$ cat src/rtl/spi_reg_bank.sv
// rtl/spi_reg_bank.sv - SPI mode-0 peripheral exposing a bank of read/write registers
module spi_reg_bank #(
    parameter int NUM_REGS = 5,
    parameter int DATA_W   = 8,
    parameter int ADDR_W   = 7
) (
    input  logic                         clk,
    input  logic                         rst_n,
    input  logic                         sclk,
    input  logic                         copi,
    input  logic                         ncs,
    output logic                         cipo,
    output logic                         cipo_oe,
    output logic [NUM_REGS*DATA_W-1:0]   regs_flat,
    output logic [NUM_REGS-1:0]          wr_strobe,
    output logic                         addr_err
);

    localparam int F     = 1 + ADDR_W + DATA_W;
    localparam int CNT_W = $clog2(F + 1);
    localparam logic [ADDR_W:0] NUM_REGS_X = (ADDR_W + 1)'(NUM_REGS);

    typedef enum logic [1:0] {IDLE, ADDR, DATA, DONE} state_t;

    logic sclk_s1_q, sclk_s2_q, sclk_d_q;
    logic ncs_s1_q, ncs_s2_q, ncs_d_q;
    logic copi_s1_q, copi_s2_q;

    state_t                       state_q, state_d;
    logic [CNT_W-1:0]             bit_cnt_q, bit_cnt_d;
    logic [F-2:0]                 shift_q, shift_d;
    logic                         rw_q, rw_d;
    logic [DATA_W-1:0]            tx_q, tx_d;
    logic                         cipo_q, cipo_d;
    logic [NUM_REGS*DATA_W-1:0]   regs_q, regs_d;
    logic [NUM_REGS-1:0]          wr_strobe_q, wr_strobe_d;
    logic                         addr_err_q, addr_err_d;

    logic               sclk_rise, sclk_fall, ncs_rise, ncs_fall;
    logic [F-2:0]       shift_next;
    logic [ADDR_W-1:0]  hdr_addr, cmt_addr;
    logic               hdr_rw, hdr_ok, cmt_ok;
    logic [DATA_W-1:0]  rd_data;

    // Idle levels: sclk low, copi low, ncs deasserted
    always_ff @(posedge clk) begin
        if (!rst_n) begin
            sclk_s1_q <= 1'b0; sclk_s2_q <= 1'b0; sclk_d_q <= 1'b0;
            ncs_s1_q  <= 1'b1; ncs_s2_q  <= 1'b1; ncs_d_q  <= 1'b1;
            copi_s1_q <= 1'b0; copi_s2_q <= 1'b0;
        end else begin
            sclk_s1_q <= sclk;     sclk_s2_q <= sclk_s1_q; sclk_d_q <= sclk_s2_q;
            ncs_s1_q  <= ncs;      ncs_s2_q  <= ncs_s1_q;  ncs_d_q  <= ncs_s2_q;
            copi_s1_q <= copi;     copi_s2_q <= copi_s1_q;
        end
    end

    assign sclk_rise = sclk_s2_q & ~sclk_d_q;
    assign sclk_fall = ~sclk_s2_q & sclk_d_q;
    assign ncs_rise  = ncs_s2_q & ~ncs_d_q;
    assign ncs_fall  = ~ncs_s2_q & ncs_d_q;

    // The shift register omits the final bit; it is taken straight from copi at commit
    assign shift_next = {shift_q[F-3:0], copi_s2_q};
    assign hdr_addr   = shift_next[ADDR_W-1:0];
    assign hdr_rw     = shift_next[ADDR_W];
    assign hdr_ok     = {1'b0, hdr_addr} < NUM_REGS_X;
    assign cmt_addr   = shift_next[F-2 -: ADDR_W];
    assign cmt_ok     = {1'b0, cmt_addr} < NUM_REGS_X;

    always_comb begin
        rd_data = '0;
        for (int k = 0; k < NUM_REGS; k++) begin
            if (hdr_addr == ADDR_W'(k)) rd_data = regs_q[k*DATA_W +: DATA_W];
        end
    end

    always_comb begin
        state_d     = state_q;
        bit_cnt_d   = bit_cnt_q;
        shift_d     = shift_q;
        rw_d        = rw_q;
        tx_d        = tx_q;
        cipo_d      = cipo_q;
        regs_d      = regs_q;
        wr_strobe_d = '0;
        addr_err_d  = 1'b0;

        if (ncs_rise) begin
            state_d = IDLE;
        end else if (ncs_fall) begin
            state_d   = ADDR;
            bit_cnt_d = '0;
            shift_d   = '0;
            cipo_d    = 1'b0;
        end else begin
            case (state_q)
                ADDR: begin
                    if (sclk_rise) begin
                        shift_d   = shift_next;
                        bit_cnt_d = bit_cnt_q + CNT_W'(1);
                        if (bit_cnt_q == CNT_W'(ADDR_W)) begin
                            state_d = DATA;
                            rw_d    = hdr_rw;
                            if (!hdr_rw) begin
                                tx_d       = rd_data;
                                addr_err_d = ~hdr_ok;
                            end
                        end
                    end
                end
                DATA: begin
                    if (sclk_rise) begin
                        shift_d   = shift_next;
                        bit_cnt_d = bit_cnt_q + CNT_W'(1);
                        if (bit_cnt_q == CNT_W'(F - 1)) begin
                            state_d = DONE;
                            if (shift_q[F-2]) begin
                                addr_err_d = ~cmt_ok;
                                for (int k = 0; k < NUM_REGS; k++) begin
                                    if (cmt_addr == ADDR_W'(k)) begin
                                        regs_d[k*DATA_W +: DATA_W] = shift_next[DATA_W-1:0];
                                        wr_strobe_d[k] = 1'b1;
                                    end
                                end
                            end
                        end
                    end else if (sclk_fall && !rw_q) begin
                        cipo_d = tx_q[DATA_W-1];
                        tx_d   = tx_q << 1;
                    end
                end
                default: ;
            endcase
        end
    end

    always_ff @(posedge clk) begin
        if (!rst_n) begin
            state_q     <= IDLE;
            bit_cnt_q   <= '0;
            shift_q     <= '0;
            rw_q        <= 1'b0;
            tx_q        <= '0;
            cipo_q      <= 1'b0;
            regs_q      <= '0;
            wr_strobe_q <= '0;
            addr_err_q  <= 1'b0;
        end else begin
            state_q     <= state_d;
            bit_cnt_q   <= bit_cnt_d;
            shift_q     <= shift_d;
            rw_q        <= rw_d;
            tx_q        <= tx_d;
            cipo_q      <= cipo_d;
            regs_q      <= regs_d;
            wr_strobe_q <= wr_strobe_d;
            addr_err_q  <= addr_err_d;
        end
    end

    assign cipo      = cipo_q & (state_q == DATA) & ~rw_q;
    assign cipo_oe   = ~ncs_s2_q;
    assign regs_flat = regs_q;
    assign wr_strobe = wr_strobe_q;
    assign addr_err  = addr_err_q;

endmodule

$ cat config.mk
export PLATFORM = sky130hd
export DESIGN_NAME = spi_reg_bank
export DESIGN_NICKNAME = d
export VERILOG_FILES = /design/src/rtl/spi_reg_bank.sv
export SDC_FILE = /design/constraint.sdc
export NUM_CORES = 1
export LEC_CHECK = 0
export CORE_ASPECT_RATIO = 1.4
export CORE_MARGIN = 5
export CORE_UTILIZATION = 56
export CTS_BUF_LIST = sky130_fd_sc_hd__clkbuf_8
export CTS_CLUSTER_DIAMETER = 120
export DETAILED_ROUTE_END_ITERATION = 8
export PLACE_DENSITY = 0.81
export SLEW_MARGIN = 0
export SYNTH_ARGS = -nofsm -noshare
export SYNTH_HDL_FRONTEND = slang
export SYNTH_SLANG_ARGS = --single-unit
$ cat constraint.sdc
create_clock -name clk -period 2.57 [get_ports clk]
set_clock_uncertainty 0.1 [all_clocks]
set_input_delay 0.514 -clock clk [delete_from_list [all_inputs] [get_ports clk]]
set_output_delay 0.514 -clock clk [all_outputs]
set_load 0.02 [all_outputs]
==> impl_metrics.toml, run 1 <==
[pwr]
swShare_pct = 20.16
p_comb_share_pct = 3.3
p_leak_nw = 1.755
power_density_nw_per_um2 = 550.6
p_int_mw = 2.030
pwr-share-clk_pct = 43.9
ir_worst_vdd_uv = 442.2
totalPowerFinal_mw = 2.543
seq_power_share_pct = 52.8
p_switching_mw = 0.5126

[floorplanning]
die_x_um = 79.82
die_h_um = 107.7
die_area_um2 = 8599
ios = 53
fp.coreArea_um2 = 6613
start_util_pct = 57.79
num_rows = 35

[layout]
fillers = 520
area_delta_synth_final_pct = 20.86
final_cells = 526
drive_gt1_share_pct = 8.986
final_area_um2 = 4618
antenna_cells = 0
nets = 441

[timing]
maxSlewHeadroom_pct = 23.68
hold_violations = 0
fmax_mhz = 414.8
fin_crit_ns = 2.411
layout_setup_ws_ns = 0.1594
worstMarginPinSlew_ns = 1.137
period_share_pct = 93.80
fin_tns_setup_ns = 0
rsz0062_at_grt = "false"
drv_slew = 0
setup_viol = 0

[logic_synthesis]
synth_common_cells = "dfxtp_1, mux2i_1, nand2_1"
syn_area_um2 = 3821
yosysMostFrequentCell = "dfxtp_1"
synthDistinctLibCells = 54
syn_area_per_cell_um2 = 9.874
ys_async_sr_fraction_pct = 0
synth_top_cell_area_share_pct = 45.06
ys_seq_area_share_pct = 45.06
synthesis.yosys.warnings = 0
yosysTopAreaCell = "dfxtp_1"
synth_seq_cells = 86
synth_fp_nets = 398
synth_cells = 387
synth-main-ff-cell = "dfxtp_1"
synth_edf_count = 0
synth.area.top_cells = "dfxtp_1, mux2i_1, nand2_1"

[place]
dpl-instance-area_um2 = 4379
dp_slack_ns = 0.2386
globalplace.congestion = 0.9128
dp.cells = 511
place_hpwl_um = 6190
io_buffers = 52

[setup_path]
cp.required_ns = 1.96
crit_type = "register to output pin"
worstSetupStartpointType = "register"
crit_arrival_ns = 1.80
worst_setup_path_end_kind = "output pin"
reg2regPathDepth = 8
crit_fanout = 8

[cts]
cts_tree = "yes"
cts_setup_buffers = 0
root_buffer = "clkbuf_8"
cts.htree.levels = 3
hold_buffers = 0
clock_path_buffers = 2
cts_made_buffers = 9
cts_sinks = 86
clk_latency_ns = 0.35
clk_pin_slew_ns = 0.08
cts-resized-gates = 0

[global_routing]
antenna_found_initial = 0
overflow = 0
grt_start_max_net_pins = 89
grt_use_total_pct = 21.79
grt_pass1_vias = 2965
grt_pass1_wl_um = 14820

[route]
vias_per_cell = 5.702
wl_per_cell_um = 17.06
drtIter0Drc = 168
drt_wl_total_um = 8971
dr.pass1.iters = 5
antenna_left = 0
vias = 2999
drc = 0

[run]
max_cap_violations = 0

[worst_hold_path]
hold_path_depth = 1
hold_class = "register to register"

[run_status]
outcome = "finished clean"
cells by family (layout without fill, tap and decap cells):
group | count (synthesis) | count (layout) | share of synthesized area (%)
buffers and inverters | 36 | 83 | 4.257
adders and majority gates | 6 | 6 | 1.965
DFF | 86 | 86 | 45.06
muxes | 57 | 57 | 14.93
AOI/OAI and AO/OA | 65 | 65 | 13.03
and+or+nand+nor | 137 | 137 | 20.76
area by class of cell:
cell class                 instances  area [µm²]  area share (%)
clock buffer                      10       137.6           2.980
clock inverter                     5       98.84           2.140
inverter                           8       30.03          0.6502
multi-input combinational        265        1939           41.99
sequential                        86        1722           37.28
tap                               92       115.1           2.493
timing repair buffer              60       575.6           12.46
path summary, 6_finish.rpt:
check                                             endpoint                      start  slack (ns)
worst min register to register         ncs_s2_q$_SDFF_PN1_        ncs_s1_q$_SDFF_PN1_        0.31
worst max-delay path                                  cipo    state_q[0]$_SDFFE_PP0P_        0.16
worst max register to register  regs_flat[26]$_SDFFE_PN0P_  bit_cnt_q[0]$_SDFFE_PN0P_        0.21
worst min-delay path                   ncs_s2_q$_SDFF_PN1_        ncs_s1_q$_SDFF_PN1_        0.31
registers in the layout, summed over array words and instances (netlist names):
| signal | flops |
|---|---|
| sclk_d_q | 1 |
| sclk_s1_q | 1 |
| rw_q | 1 |
| sclk_s2_q | 1 |
| ncs_s2_q | 1 |
| copi_s2_q | 1 |
| tx_q | 8 |
| copi_s1_q | 1 |
| regs_flat | 40 |
| ncs_s1_q | 1 |
| addr_err | 1 |
| cipo_q | 1 |
| shift_q | 15 |
| state_q | 2 |
| wr_strobe | 5 |
| ncs_d_q | 1 |
| bit_cnt_q | 5 |
worst max-delay path, cell delays in order (launching register included):
cell and delay [ns]:
dfxtp_1 0.32, inv_1 0.08, ha_2 0.28, and3b_1 0.18, clkdlybuf4s50_1 0.60
power groups by stage:
stage / combinational (mW) / sequential, mW / clock (mW)
finish: 0.0843 / 1.34 / 1.12
global route: 0.0914 / 1.34 / 1.20
CTS: 0.0836 / 1.34 / 1.13
detailed placement: 0.0833 / 1.37 / 0
global placement: 0.0824 / 1.37 / 0
floorplan: 0.0651 / 1.37 / 0
layer usage:
metal	wire length, µm	share of wire [%]	vias up	global-route usage (%)
met1	3920	44	1455	26.73
met5	0	0	-	0
met3	326	3.6	11	5.360
li1	-	-	1451	-
met2	4585	51	82	37.34
met4	139	1.5	0	6.643
layout by cell type, fill, tap and decap left out, drive strengths merged, types with 7 or more instances in the layout:
cell type / n
a22oi: 17
buf: 9
clkbuf: 10
clkdlybuf4s50: 51
dfxtp: 86
inv: 9
mux2i: 57
nand2: 54
nor2: 8
nor2b: 27
o21ai: 7
o221ai: 8
o22ai: 7
per-stage QoR:
stage / util, % / hold slack [ns]
global route: 69.84 / 0.3313
detailed placement: 66.23 / 0.2922
global placement: 66.23 / 0.2925
finish: 69.84 / 0.3087
CTS: 69.80 / 0.3111
floorplan: - / 0.2863
(Power assumes the default switching activity.)
==> run 2, diff against run 1 <==
--- a/config.mk
+++ b/config.mk
@@ -11,7 +11,7 @@
 export CTS_BUF_LIST = sky130_fd_sc_hd__clkbuf_8
 export CTS_CLUSTER_DIAMETER = 120
 export DETAILED_ROUTE_END_ITERATION = 8
-export PLACE_DENSITY = 0.81
+export PLACE_DENSITY = 0.87
 export SLEW_MARGIN = 0
 export SYNTH_ARGS = -nofsm -noshare
 export SYNTH_HDL_FRONTEND = slang
==> run 2 against run 1 <==
Non-clock buffer count up 1. Global-route usage down 0.37 points. Combinational power up 2.5%. Wire length down 3.4%. Hold slack about the same. Via count up 0.83%. Critical path type unchanged. Largest cell class unchanged.
==> impl_metrics.toml, run 2 (synthesis results as in run 1) <==
[timing]
drv_slew = 0
rsz0062_at_grt = "false"
worstMarginPinSlew_ns = 1.160
fmax_mhz = 406.8
maxSlewHeadroom_pct = 22.12
fin_tns_setup_ns = 0
fin_crit_ns = 2.458
period_share_pct = 95.66
setup_viol = 0
hold_violations = 0

[setup_path]
cp.required_ns = 1.96
timing.rr.start = "bit_cnt_q[0]$_SDFFE_PN0P_"
worstSetupStartpointType = "register"
crit_fanout = 8
worst_setup_path_end_kind = "output pin"
crit_arrival_ns = 1.84
crit_type = "register to output pin"
crit_start = "state_q[0]$_SDFFE_PP0P_"

[floorplanning]
start_util_pct = 57.79
fp.coreArea_um2 = 6613
num_rows = 35
die_h_um = 107.7
die_area_um2 = 8599
die_x_um = 79.82
ios = 53

[route]
vias_per_cell = 5.738
dr.pass1.iters = 4
drc = 0
wl_per_cell_um = 16.44
vias = 3024
drt_wl_total_um = 8665
antenna_left = 0
drtIter0Drc = 240

[global_routing]
grt_start_max_net_pins = 89
grt_use_total_pct = 21.42
antenna_found_initial = 0
grt_pass1_wl_um = 14730
grt_pass1_vias = 3144
overflow = 0

[layout]
area_delta_synth_final_pct = 19.22
nets = 442
fillers = 519
antenna_cells = 0
seq_area_um2 = 1722
layout_commonest_cell = "dfxtp_1"
largest_register_ffs = 40
multiInputGateArea_um2 = 1939
final_cell_mix = "dfxtp_1, mux2i_1, nand2_1"
drive_gt1_share_pct = 8.966

[place]
io_buffers = 52
globalplace.congestion = 0.8673
place_hpwl_um = 6050

[cts]
cts.htree.levels = 3
root_buffer = "clkbuf_8"
clk_pin_slew_ns = 0.08
clk_latency_ns = 0.36
cts_tree = "yes"
cts_made_buffers = 9
cts_sinks = 86
clock_path_buffers = 2

[pwr]
power_density_nw_per_um2 = 494.6
totalPowerFinal_mw = 2.253
ir_worst_vdd_uv = 360.7
p_leak_nw = 1.727

[worst_hold_path]
hold_class = "register to register"
hp-start = "ncs_s1_q$_SDFF_PN1_"

[run]
max_cap_violations = 0

[run_status]
outcome = "finished clean"
-- run 2: cell count changes in the layout (fill, tap and decap cells not counted), sizes merged --
cell      previous run  this run
bufinv               3         0
inv                  9        10
clkinv               1         2
clkinvlp             0         1
buf                  9        10
-- run 2: what timing repair did --
action	CTS	global route
setup endpoints to repair	0	1
gates resized for setup	0	1
hold buffers	0	0
buffers inserted	0	0
-- run 2: critical path, cell delays in order (launching register included) --
cell,delay [ns]
dfxtp_1,0.32
inv_1,0.08
ha_2,0.29
and3b_1,0.20
clkdlybuf4s50_1,0.61
-- run 2: worst paths after layout --
kind | slack, ns | end | cells past startpoint
setup / recovery | 0.11 | cipo | 4
setup reg to reg | 0.22 | regs_flat[29]$_SDFFE_PN0P_ | 8
hold reg to reg | 0.31 | ncs_s2_q$_SDFF_PN1_ | 1
hold / removal | 0.31 | ncs_s2_q$_SDFF_PN1_ | 1
-- run 2: final cells by class --
type / count / area share (%)
multi-input cells: 265 / 42.57
flip-flops and latches: 86 / 37.79
repair buffers: 61 / 12.80
clock buffers: 10 / 3.021
well taps: 92 / 2.527
inverters: 8 / 0.6592
clock inverters: 5 / 0.6317
-- run 2: layer usage --
layer  GRT usage (%)  vias to the layer above  wire (µm)
li1                -                     1459          -
met1           24.54                     1466       3625
met2           37.22                       71       4470
met3           4.523                       28        304
met4           10.51                        0        265
met5               0                        -          0
-- run 2: report_power, final --
group	internal, mW	switching, mW	leakage [nW]	total [mW]
Clock	0.365	0.459	0.0907	0.824
Sequential	1.34	0.00563	0.694	1.34
Combinational	0.0317	0.0547	0.943	0.0864
-- run 2: through the flow --
step / area (µm²) / setup WS [ns] / utilization, % / hold WS (ns) / cells
2_1_floorplan: 3821 / 0.5082 / - / 0.2863 / 387
3_3_place_gp: 4387 / 0.3190 / 66.34 / 0.2925 / 512
3_5_place_dp: 4387 / 0.2033 / 66.34 / 0.2918 / 512
4_1_cts: 4553 / 0.007994 / 68.86 / 0.3113 / 527
5_1_grt: 4556 / 0.03641 / 68.89 / 0.3268 / 527
6_report: 4556 / 0.1116 / 68.89 / 0.3082 / 527
==> run 3, diff against run 2 <==
--- a/config.mk
+++ b/config.mk
@@ -6,7 +6,6 @@
 export NUM_CORES = 1
 export LEC_CHECK = 0
 export CORE_ASPECT_RATIO = 1.4
-export CORE_MARGIN = 5
 export CORE_UTILIZATION = 56
 export CTS_BUF_LIST = sky130_fd_sc_hd__clkbuf_8
 export CTS_CLUSTER_DIAMETER = 120
==> run 3 against run 2 <==
Global-route usage increased by 5.6 points. Clock-buffer cell count shrank 1. Die area down 17%. Setup slack better by 0.034 ns. Wire length grew 7.4%. Critical path type unchanged. Critical endpoint unchanged. Largest cell class unchanged.
==> impl_metrics.toml, run 3 (synthesis results as in run 1) <==
[route]
wl_per_cell_um = 18.22
drc = 0
vias_per_cell = 6.160
vias = 3148
drtIter0Drc = 333
dr.pass1.iters = 5
drt_wl_total_um = 9308
antenna_left = 0

[pwr]
p_leak_nw = 1.764
ir_worst_vdd_uv = 483.5
power_density_nw_per_um2 = 548.2
totalPowerFinal_mw = 2.529

[layout]
final_cells = 511
multiInputGateArea_um2 = 1939
nets = 445
fillers = 474
final_area_um2 = 4613
final_util_pct = 70.23
antenna_cells = 0
area_delta_synth_final_pct = 20.73
largest_register_ffs = 40
layout_commonest_cell = "dfxtp_1"
final_cell_mix = "dfxtp_1, mux2i_1, nand2_1"
drive_gt1_share_pct = 9.840
seq_area_um2 = 1722

[setup_path]
rr_endpoint = "regs_flat[26]$_SDFFE_PN0P_"
crit_start = "state_q[0]$_SDFFE_PP0P_"
crit_type = "register to output pin"
worst_setup_path_end_kind = "output pin"
r2r_slack_ns = 0.19
crit_arrival_ns = 1.81
worstSetupStartpointType = "register"
cp.required_ns = 1.96
reg2regPathDepth = 8
crit_fanout = 8
timing.rr.start = "bit_cnt_q[0]$_SDFFE_PN0P_"

[run_status]
outcome = "finished clean"

[timing]
setup_viol = 0
fmax_mhz = 412.5
maxSlewHeadroom_pct = 49.68
rsz0062_at_grt = "false"
fin_crit_ns = 2.424
period_share_pct = 94.34
hold_slack_ns = 0.3113
fin_tns_setup_ns = 0
layout_setup_ws_ns = 0.1455
hold_violations = 0
worstMarginPinSlew_ns = 0.7549
drv_slew = 0

[floorplanning]
die_h_um = 99.74
die_area_um2 = 7163
fp.coreArea_um2 = 6569
ios = 53
start_util_pct = 58.17
die_x_um = 71.82
num_rows = 35

[place]
globalplace.congestion = 0.8301
io_buffers = 52
dpl-instance-area_um2 = 4387
dp.cells = 497
dp_slack_ns = 0.1722
place_hpwl_um = 6162

[global_routing]
grt_pass1_wl_um = 14850
grt_pass1_vias = 3068
overflow = 0
antenna_found_initial = 0
grt_start_max_net_pins = 89
grt_use_total_pct = 26.99

[cts]
cts_setup_buffers = 0
root_buffer = "clkbuf_8"
cts_sinks = 86
cts_made_buffers = 9
cts_tree = "yes"
clk_pin_slew_ns = 0.09
clk_latency_ns = 0.36
cts.htree.levels = 3
clock_path_buffers = 2

[worst_hold_path]
hold_path_depth = 1
hold_class = "register to register"
hp-start = "ncs_s1_q$_SDFF_PN1_"
min_to = "ncs_s2_q$_SDFF_PN1_"

[run]
max_cap_violations = 0
==> run 3: cell count changes in the layout (fill, tap and decap cells not counted), sizes merged <==
cell	delta
bufinv	+3
clkbuf	-1
buf	+3
inv	-2
clkinvlp	-1
==> run 3: worst max-delay path by stage <==
stage / end / slack, ns / cells after the start
6_report: cipo / 0.15 / 4
5_1_grt: regs_flat[27]$_SDFFE_PN0P_ / 0.03 / 8
4_1_cts: cipo / 0.05 / 4
3_5_place_dp: regs_flat[26]$_SDFFE_PN0P_ / 0.17 / 8
3_3_place_gp: regs_flat[28]$_SDFFE_PN0P_ / 0.34 / 8
2_1_floorplan: regs_flat[25]$_SDFFE_PN0P_ / 0.51 / 8
==> run 3: cell type report <==
class,instances,share of cell area (%)
inverter,8,0.6509
timing repair buffer,64,13.13
multi-input combinational,265,42.04
clock inverter,5,2.170
clock buffer,9,2.685
tap,74,2.007
sequential,86,37.32
==> run 3: routing by layer <==
layer	wire length [µm]	vias up	GRT usage [%]
li1	-	1469	-
met1	3658	1535	30.81
met2	4889	116	47.24
met3	459	28	2.736
met4	299	0	17.50
met5	0	-	0
==> run 3: critical path: stages (launching register included) <==
cell and delay [ns]:
dfxtp_1 0.33, inv_1 0.07, ha_2 0.28, and3b_1 0.18, clkdlybuf4s50_1 0.59
==> run 3: timing repair <==
item	CTS	global route
setup endpoints to repair	0	4
gates resized for setup	0	1
hold buffers	0	0
hold endpoints to repair	0	0
==> run 3: report_power, final <==
part | internal [mW] | leakage, nW | switching (mW)
Sequential | 1.34 | 0.694 | 0.00524
Combinational | 0.0341 | 0.956 | 0.0568
Clock | 0.632 | 0.115 | 0.464
Total | 2.00 | 1.76 | 0.526
